$ cat src/rtl/data_memory_responder_pkg.sv
// Shared types and constants for the data memory responder and its storage array.
// Word width, byte-enable width and the responder FSM state encoding live here.
package data_memory_responder_pkg;

  localparam int BE_WIDTH   = 4;
  localparam int WORD_WIDTH = 32;

  typedef enum logic [1:0] {
    IDLE = 2'd0,
    WAIT = 2'd1,
    RESP = 2'd2
  } state_t;

endpackage

$ cat src/rtl/data_memory_array.sv
// Word-organised RAM with per-byte write enables and a registered read port.
// Contents are deliberately not reset so that data survives a responder reset.
module data_memory_array
  import data_memory_responder_pkg::*;
#(
  parameter int DEPTH     = 32,
  parameter int ADDR_BITS = 5
) (
  input  logic                  clk,
  input  logic                  we,
  input  logic                  re,
  input  logic [ADDR_BITS-1:0]  addr,
  input  logic [WORD_WIDTH-1:0] wdata,
  input  logic [BE_WIDTH-1:0]   be,
  output logic [WORD_WIDTH-1:0] rdata
);

  logic [WORD_WIDTH-1:0] mem [DEPTH];

  always_ff @(posedge clk) begin
    if (we) begin
      for (int b = 0; b < BE_WIDTH; b++) begin
        if (be[b]) begin
          mem[addr][8*b +: 8] <= wdata[8*b +: 8];
        end
      end
    end
    if (re) begin
      rdata <= mem[addr];
    end
  end

endmodule

$ cat src/rtl/data_memory_responder.sv
// Single-outstanding data memory responder: accepts one load/store, waits a fixed
// number of cycles, performs the access, then holds the response until handshaken.
module data_memory_responder
  import data_memory_responder_pkg::*;
#(
  parameter int          MEMORY_DEPTH = 32,
  parameter logic [31:0] BASE_ADDR    = 32'h1001_0000,
  parameter int          WAIT_STATES  = 2
) (
  input  logic                  clk,
  input  logic                  reset,
  input  logic                  req_valid_i,
  output logic                  req_ready_o,
  input  logic                  req_write_i,
  input  logic [WORD_WIDTH-1:0] req_addr_i,
  input  logic [WORD_WIDTH-1:0] req_wdata_i,
  input  logic [BE_WIDTH-1:0]   req_be_i,
  output logic                  rsp_valid_o,
  input  logic                  rsp_ready_i,
  output logic [WORD_WIDTH-1:0] rsp_rdata_o,
  output logic                  rsp_error_o
);

  localparam int ADDR_BITS = (MEMORY_DEPTH > 1) ? $clog2(MEMORY_DEPTH) : 1;

  state_t                state, state_next;
  logic [3:0]            wait_count;
  logic                  lat_write;
  logic [WORD_WIDTH-1:0] lat_addr;
  logic [WORD_WIDTH-1:0] lat_wdata;
  logic [BE_WIDTH-1:0]   lat_be;

  logic                  accept;
  logic                  enter_resp;
  logic                  cur_write;
  logic [WORD_WIDTH-1:0] cur_addr;
  logic [WORD_WIDTH-1:0] cur_wdata;
  logic [BE_WIDTH-1:0]   cur_be;
  logic [WORD_WIDTH-1:0] word_index;
  logic                  addr_error;
  logic                  mem_we;
  logic                  mem_re;
  logic [WORD_WIDTH-1:0] mem_rdata;

  assign req_ready_o = (state == IDLE);
  assign accept      = req_valid_i && req_ready_o;

  // With zero wait states the access happens on the accepting edge itself, so the
  // live request must feed the RAM; otherwise the latched copy is used.
  always_comb begin
    cur_write = lat_write;
    cur_addr  = lat_addr;
    cur_wdata = lat_wdata;
    cur_be    = lat_be;
    if (state == IDLE) begin
      cur_write = req_write_i;
      cur_addr  = req_addr_i;
      cur_wdata = req_wdata_i;
      cur_be    = req_be_i;
    end
  end

  assign word_index = (cur_addr - BASE_ADDR) >> 2;
  assign addr_error = (cur_addr[1:0] != 2'b00) ||
                      (cur_addr < BASE_ADDR) ||
                      (word_index >= 32'(MEMORY_DEPTH));

  always_ff @(posedge clk) begin
    if (reset) begin
      state <= IDLE;
    end else begin
      state <= state_next;
    end
  end

  always_comb begin
    state_next = state;
    enter_resp = 1'b0;
    case (state)
      IDLE: begin
        if (accept) begin
          if (WAIT_STATES == 0) begin
            state_next = RESP;
            enter_resp = 1'b1;
          end else begin
            state_next = WAIT;
          end
        end
      end
      WAIT: begin
        if (wait_count <= 4'd1) begin
          state_next = RESP;
          enter_resp = 1'b1;
        end
      end
      RESP: begin
        if (rsp_valid_o && rsp_ready_i) begin
          state_next = IDLE;
        end
      end
      default: state_next = IDLE;
    endcase
  end

  // Reset wins over the access edge, so an aborted store never reaches the RAM.
  assign mem_we = enter_resp && !reset && cur_write && !addr_error;
  assign mem_re = enter_resp && !reset && !cur_write && !addr_error;

  data_memory_array #(
    .DEPTH    (MEMORY_DEPTH),
    .ADDR_BITS(ADDR_BITS)
  ) u_array (
    .clk  (clk),
    .we   (mem_we),
    .re   (mem_re),
    .addr (word_index[ADDR_BITS-1:0]),
    .wdata(cur_wdata),
    .be   (cur_be),
    .rdata(mem_rdata)
  );

  // The RAM output lands one edge after entering RESP; the response registers
  // capture it then and stay frozen until the processor takes the response.
  always_ff @(posedge clk) begin
    if (reset) begin
      wait_count  <= 4'd0;
      lat_write   <= 1'b0;
      lat_addr    <= '0;
      lat_wdata   <= '0;
      lat_be      <= '0;
      rsp_valid_o <= 1'b0;
      rsp_rdata_o <= '0;
      rsp_error_o <= 1'b0;
    end else begin
      if (accept) begin
        lat_write  <= req_write_i;
        lat_addr   <= req_addr_i;
        lat_wdata  <= req_wdata_i;
        lat_be     <= req_be_i;
        wait_count <= 4'(WAIT_STATES);
      end else if (state == WAIT) begin
        wait_count <= wait_count - 4'd1;
      end

      if (state == RESP) begin
        if (!rsp_valid_o) begin
          rsp_valid_o <= 1'b1;
          rsp_error_o <= addr_error;
          rsp_rdata_o <= (cur_write || addr_error) ? '0 : mem_rdata;
        end else if (rsp_ready_i) begin
          rsp_valid_o <= 1'b0;
          rsp_rdata_o <= '0;
          rsp_error_o <= 1'b0;
        end
      end
    end
  end

endmodule
$ cat config.mk
export PLATFORM = sky130hd
export DESIGN_NAME = data_memory_responder
export DESIGN_NICKNAME = d
export VERILOG_FILES = /design/src/rtl/data_memory_responder_pkg.sv /design/src/rtl/data_memory_array.sv /design/src/rtl/data_memory_responder.sv
export SDC_FILE = /design/constraint.sdc
export NUM_CORES = 1
export LEC_CHECK = 0
export CAP_MARGIN = 10
export CORE_MARGIN = 8
export CORE_UTILIZATION = 55
export CTS_CLUSTER_DIAMETER = 200
export DETAILED_ROUTE_END_ITERATION = 7
export GPL_ROUTABILITY_DRIVEN = 0
export PLACE_DENSITY = 0.75
export REMOVE_ABC_BUFFERS = 1
export SYNTH_ARGS = -nofsm -noshare
export SYNTH_HDL_FRONTEND = slang
export SYNTH_SLANG_ARGS = --single-unit
$ cat constraint.sdc
create_clock -name clk -period 6.2 [get_ports clk]
set_clock_uncertainty 0.2 [all_clocks]
set_input_delay 1.24 -clock clk [delete_from_list [all_inputs] [get_ports clk]]
set_output_delay 1.24 -clock clk [all_outputs]
set_load 0.005 [all_outputs]
======== After elaboration in Yosys (flattened, before gate mapping) ========
Memories as Yosys holds them, arrays and structs flattened. A register that Yosys moved wholly into a read port is not among the register bits.
Index checks and enable logic that the tools add are counted.
word-level totals
  bits in registers ....................... 109
  memory bits (writable) .................. 1,024
  input bits .............................. 73
  output and inout port bits .............. 35
  word-level logic and storage cells ...... 72
  memories kept ........................... 1
cells by class
  add/subtract/negate cells ............... 2
  order comparisons ....................... 3
  eq/ne operators ......................... 6
  mux-type cells .......................... 31
  reduce and logical (&&, ||, !) cells .... 19
memory list
  memory       words  bits a word  rd ports  clocked after memory_dff  wr ports  RTL line                 text
  u_array.mem  32     32           1         1                         1         data_memory_array.sv:18  logic [WORD_WIDTH-1:0] mem [DEPTH];
operators by type and width
  kind                    count
  $mux 32                 5
  $lt 32x29->1 const B    1
  $sub 32x29->32 const B  1
  $ge 30x6->1 const B     1
  $mux 1                  19
  $mux 2                  5
  $logic_and 1x1->1       7
  $pmux 2 s3              1
  $le 4x1->1 const B      1
  $mux 4                  1
  $ne 2x1->1 const B      2
  $ne 2x2->1 const B      2
  $reduce_bool 2->1       2
  $sub 4x1->4 const B     1
  $logic_not 1->1         3
  $logic_or 1x1->1        3
  $reduce_and 3->1        1
  $eq 2x1->1 const B      1
  $eq 2x2->1 const B      1
  $logic_not 2->1         1
  $reduce_and 2->1        1
  $reduce_or 2->1         1

======== Logic depth before layout (Yosys ltp) ========
  word-level depth ........................ 9
  gate-level depth with buffers ........... 10
  gate-level depth less buffers ........... 8

======== Hierarchy ========
A second synthesis with hierarchy kept.
unflattened totals
  cells, all modules ...................... 2,918
  area, all modules ....................... 45,576.2 um2
by module, submodules not included
  module                 instances  cells each  area an instance (um2)  sequential area each (um2)
  data_memory_array      1          2,230       40,523.9                31,710.4
  data_memory_responder  1          688         5,052.3                 2,182.1

======== Least setup slack after synthesis ========
OpenSTA, ideal clock, no wires.
  path type ............................... input to register
  from .................................... in req_addr_i[17]
  to ...................................... reg u_array.rdata[0], read port of u_array.mem, enable pin
  library setup time ...................... 502 ps
  arrival time ............................ 5,877 ps
  required time ........................... 5,498 ps
  path slack .............................. -379 ps
  cell stages on the path ................. 6
  path buffers ............................ 0
  cell sequence ........................... or3_1 or3_1 a2111oi_2 xor2_1 nand3_1 nor4_1
on the way
  cells in the longest elaborated chain, start to end .. 6
  elaborated cells between the ends (all ways) .. 8
  classes of those cells .................. 1 x add/sub; 2 x order compare; 1 x mux; 4 x reduce/logical
ends and longest elaborated chain
  what                                                    RTL line                                                  text
  start, declared                                         data_memory_responder.sv:15                               input logic [WORD_WIDTH-1:0] req_addr_i,
  $mux 32 *                                               data_memory_responder.sv:55                               if (state == IDLE) begin
  $sub 32x29->32 / $lt 32x29->1 (equally long branches)   data_memory_responder.sv:63, data_memory_responder.sv:65
  $ge 30x6->1 / $logic_or 1x1->1 (equally long branches)  data_memory_responder.sv:66, data_memory_responder.sv:64
  $logic_or 1x1->1 *                                      data_memory_responder.sv:65                               (cur_addr < BASE_ADDR) ||
  $logic_not 1->1 *                                       data_memory_responder.sv:107                              assign mem_re = enter_resp && !reset && !cur_write && !addr_error;
  $logic_and 1x1->1 *                                     data_memory_responder.sv:107
  via mem_re                                              data_memory_responder.sv:42                               logic mem_re;
  end, declared                                           data_memory_array.sv:15                                   output logic [WORD_WIDTH-1:0] rdata
Mark *: on every way through the listed nets, which the timed path passes. The rest lies on a longest branch.
A chain may end at the register's enable or synchronous reset.

======== Worst setup path after layout ========
  from .................................... reg state[0]
  to ...................................... mem u_array.mem[30][13], enable pin
on the way
  cells in the longest elaborated chain, start to end .. 9
  elaborated cells between the ends (all ways) .. 19
  classes of those cells .................. 1 x add/sub; 2 x order compare; 1 x eq/ne; 7 x mux; 8 x reduce/logical
ends and longest elaborated chain
  what                                                    RTL line                                                  text
  start, declared                                         data_memory_responder.sv:26                               state_t state, state_next;
  start signal, assigned                                  data_memory_responder.sv:72                               state <= state_next;
  $logic_not 2->1                                         data_memory_responder.sv:55
  $mux 32                                                 data_memory_responder.sv:55
  $sub 32x29->32 (tied with other cells)                  data_memory_responder.sv:63                               assign word_index = (cur_addr - BASE_ADDR) >> 2;
  $ge 30x6->1 / $logic_or 1x1->1 (equally long branches)  data_memory_responder.sv:66, data_memory_responder.sv:64
  $logic_or 1x1->1                                        data_memory_responder.sv:65
  $logic_not 1->1                                         data_memory_responder.sv:106                              assign mem_we = enter_resp && !reset && cur_write && !addr_error;
  $logic_and 1x1->1                                       data_memory_responder.sv:106
  $mux 1                                                  data_memory_array.sv:21                                   if (we) begin
  $mux 1 (not written as such)                            data_memory_array.sv:24                                   mem[addr][8*b +: 8] <= wdata[8*b +: 8];
  end, declared                                           data_memory_array.sv:18
Several ways; a longest one is shown, not always the timed one.

==> run_results.csv <==
group,metric,value,unit
floorplanning,io_pins,108,
synthesis,synthFlopType,"edfxtp_1",
final_layout,nNetsFinal,2730,
global_routing,antenna_found_initial,3,
routing,routed_wl,114000,um
routing,drtIter0Drc,3673,
setup_path,ff2ff_setup_slack,1.44,ns
synthesis,synth-seq-area-share,76.0,%
synthesis,muxShareOfSynthArea,12.6,%
sta,hold_ws,0.251,ns
pwr,ir_drop,0.272,mV
global_routing,grt_max_degree,81,
routing,remaining_drc_errors,21,
synthesis,synth-edff-count,1056,
synthesis,synthAdderAreaFrac,0.0561,%
clocking,cts_setup_buffers,0,
clocking,h-tree-depth,3,
clocking,cts_hold_buf,0,
clocking,clk_path_buf_depth,3,
synthesis,synth.distinct_cells,51,
clocking,cts.sinks,1165,
final_layout,nFillCells,5297,
clocking,clk_pin_slew,0.06,ns
setup_path,crit_start,"state[0]",
final_layout,final_common_cell,"edfxtp_1",
synthesis,async_flop_share,0,%
routing,antenna_left,0,
placement,dp_slack,1.13,ns
job,maxCapViolations,0,
synthesis,synth_compound_area_share,4.42,%
synthesis,yosys.area_share.simple,5.49,%
synthesis,ys_ff_latch,1165,
floorplanning,die_y,301,um
final_layout,area_delta_synth_final,15.2,%
floorplanning,die_w,301,um
sta,fmax,210,MHz
floorplanning,coreArea,80400,um^2
hold_path,min_path_type,"flop to flop",
sta,fin_crit_sh,76.8,%
routing,first_pass_iters,8,
status,violations,"design-rule violations",
sta,fin_ws,1.44,ns
synthesis,synth_cells,2460,
global_routing,grt_pass1_vias,24500,
setup_path,arrival,4.87,ns
final_layout,mostFrequentLayoutCells,"1,056 x edfxtp_1, 322 x nand2_1, 226 x mux4_2, 150 x nor2_1, 113 x clkbuf_16",
synthesis,avgSynthCellArea,18.1,um^2
clocking,cts_resized,0,
hold_path,hold-path-cell-count,1,
routing,viasPerCell,6.53,
floorplanning,fp.dieArea,90500,um^2
synthesis,synth_top_area_cell,"edfxtp_1",
pwr,p_per_area,359,nW/um^2
setup_path,critPathLaunchType,"flop",
sta,relSlewSlack,15.5,%
final_layout,multi_input_area,10200,um^2
global_routing,grt_use_total,24.6,%
synthesis,synth_top_area_share,71.1,%
setup_path,cp.required,6.31,ns
hold_path,holdPathEnd,"rsp_rdata_o[30]",
sta,setup_violations,0,
synthesis,synth_area,44600,um^2
synthesis,synth_xor_area_share,0.0196,%
synthesis,yosysWarnings,0,
status,outcome,"finished, violations left",
sta,layout_min_cycle_time,4.76,ns
placement,port_buffers,107,
pwr,p_leak,16.4,nW
floorplanning,start_util,55.5,%
sta,hold_violations,0,
global_routing,overflow,0,
clocking,tritoncts,"done",
clocking,cts_made_buffers,111,
routing,vias,24900,
final_layout,seq_area,33900,um^2
hold_path,hold_start,"u_array.rdata[30]",
floorplanning,rows,104,
clocking,clock_latency,0.69,ns
setup_path,criticalPathCategory,"flop to flop",
setup_path,end_kind,"flop",
sta,slew_viol_final,0,
setup_path,rr_startpoint,"state[0]",
setup_path,r2r-end,"u_array.mem[30][13]",
synthesis,synth_top_family_by_area,"multiplexers",
clocking,cts_root_buf,"clkbuf_16",
global_routing,grt_pass1_wl,164000,um
setup_path,ff2ff_path_depth,6,
sta,tightest_slew,1.26,ns
final_layout,drive_above_1_share,19.6,%
placement,dp_hpwl,70300,um
sta,rsz0062_at_grt,"false",
synthesis,synthTopCellsByArea,"edfxtp_1 71%, mux4_2 11%, dfxtp_1 4.9%",
routing,routedWlPerCell,29.9,um
setup_path,crit_fanout,57,
==> worst max path at each step <==
stage	endpoint	slack, ns	cells after the start
6_report	u_array.mem[30][13]	1.44	6
5_1_grt	u_array.mem[29][5]	1.34	6
4_1_cts	u_array.mem[29][5]	1.60	6
3_5_place_dp	u_array.mem[18][6]	1.13	6
3_3_place_gp	u_array.rdata[13]	1.17	8
2_1_floorplan	u_array.rdata[23]	-2.07	7
==> where the power goes <==
part,switching [mW],internal [mW]
clock,2.90,3.88
combinational,1.73,0.943
sequential,0.0405,8.97
==> synthesized netlist by cell type (2+ instances only) <==
| cell | instances |
|---|---|
| edfxtp_1 | 1056 |
| nand2_1 | 323 |
| mux4_2 | 226 |
| nor2_1 | 158 |
| dfxtp_1 | 109 |
| a22oi_1 | 97 |
| a21oi_1 | 84 |
| clkbuf_1 | 83 |
| mux2i_1 | 49 |
| a22o_1 | 44 |
| buf_2 | 37 |
| nand4_1 | 28 |
| nand3_1 | 27 |
| a221oi_1 | 17 |
| buf_1 | 12 |
| nor4_1 | 10 |
| buf_4 | 9 |
| or3_1 | 9 |
| o2111ai_1 | 8 |
| o21ai_0 | 8 |
| nand3b_1 | 6 |
| nor3_1 | 6 |
| a31oi_1 | 5 |
| mux2_2 | 5 |
| inv_1 | 4 |
| o21a_1 | 4 |
| or4_1 | 4 |
| and2_1 | 3 |
| nor2b_1 | 3 |
| a2111oi_2 | 2 |
| ha_1 | 2 |
| nor4b_1 | 2 |
| o211ai_1 | 2 |
==> routing by layer <==
metal	share of wire (%)	up-vias	wire length [um]	track usage, %
met5	0.011	-	13	0
met4	3.9	2	4460	9.06
met3	12	293	14200	7.70
met2	47	1750	53300	37.9
met1	37	12600	42000	33.3
li1	-	10200	-	-
==> layout make-up <==
type	instances	share of cell area, %
flip-flops and latches	1165	65.9
multi-input cells	1149	19.8
clock buffers	136	5.77
repair buffers	223	4.49
well taps	1060	2.58
clock inverters	74	1.39
inverters	5	0.0365
diodes	3	0.0146
==> registers in the layout, summed over array words and instances, names as in the netlist <==
register and count:
u_array.mem 1024, lat_addr 32, lat_wdata 32, rsp_rdata_o 32, u_array.rdata 32, lat_be 4, wait_count 4, state 2
lat_write 1, rsp_error_o 1, rsp_valid_o 1
==> critical path, cell delays in order (launching register included) <==
cell and delay (ns):
dfxtp_1 0.68, or2_2 0.23, buf_4 0.62, mux2_2 0.51, nor2_4 0.78, nand2_1 0.61, nor2_1 0.73
==> cells by family after synthesis <==
logic type                 count (synthesis)
and+or+nand+nor                          586
DFF                                     1165
muxes                                    280
xor gates and xnor gates                   1
AOI/OAI and AO/OA                        280
buffers and inverters                    146
adders and majority gates                  2
==> metrics by stage <==
stage / instance area (um^2) / setup TNS [ns] / total power, mW / utilization [%] / std cells
finish: 51400 / 0 / 18.5 / 63.9 / 3815
global route: 51400 / 0 / 19.0 / 63.9 / 3812
CTS: 51000 / 0 / 18.4 / 63.4 / 3796
detailed placement: 47300 / 0 / 11.7 / 58.8 / 3586
global placement: 47300 / 0 / 11.6 / 58.8 / 3585
floorplan: 44000 / -1270.51 / 10.9 / - / 2319
Note: power is estimated with default switching activity, not from simulation.
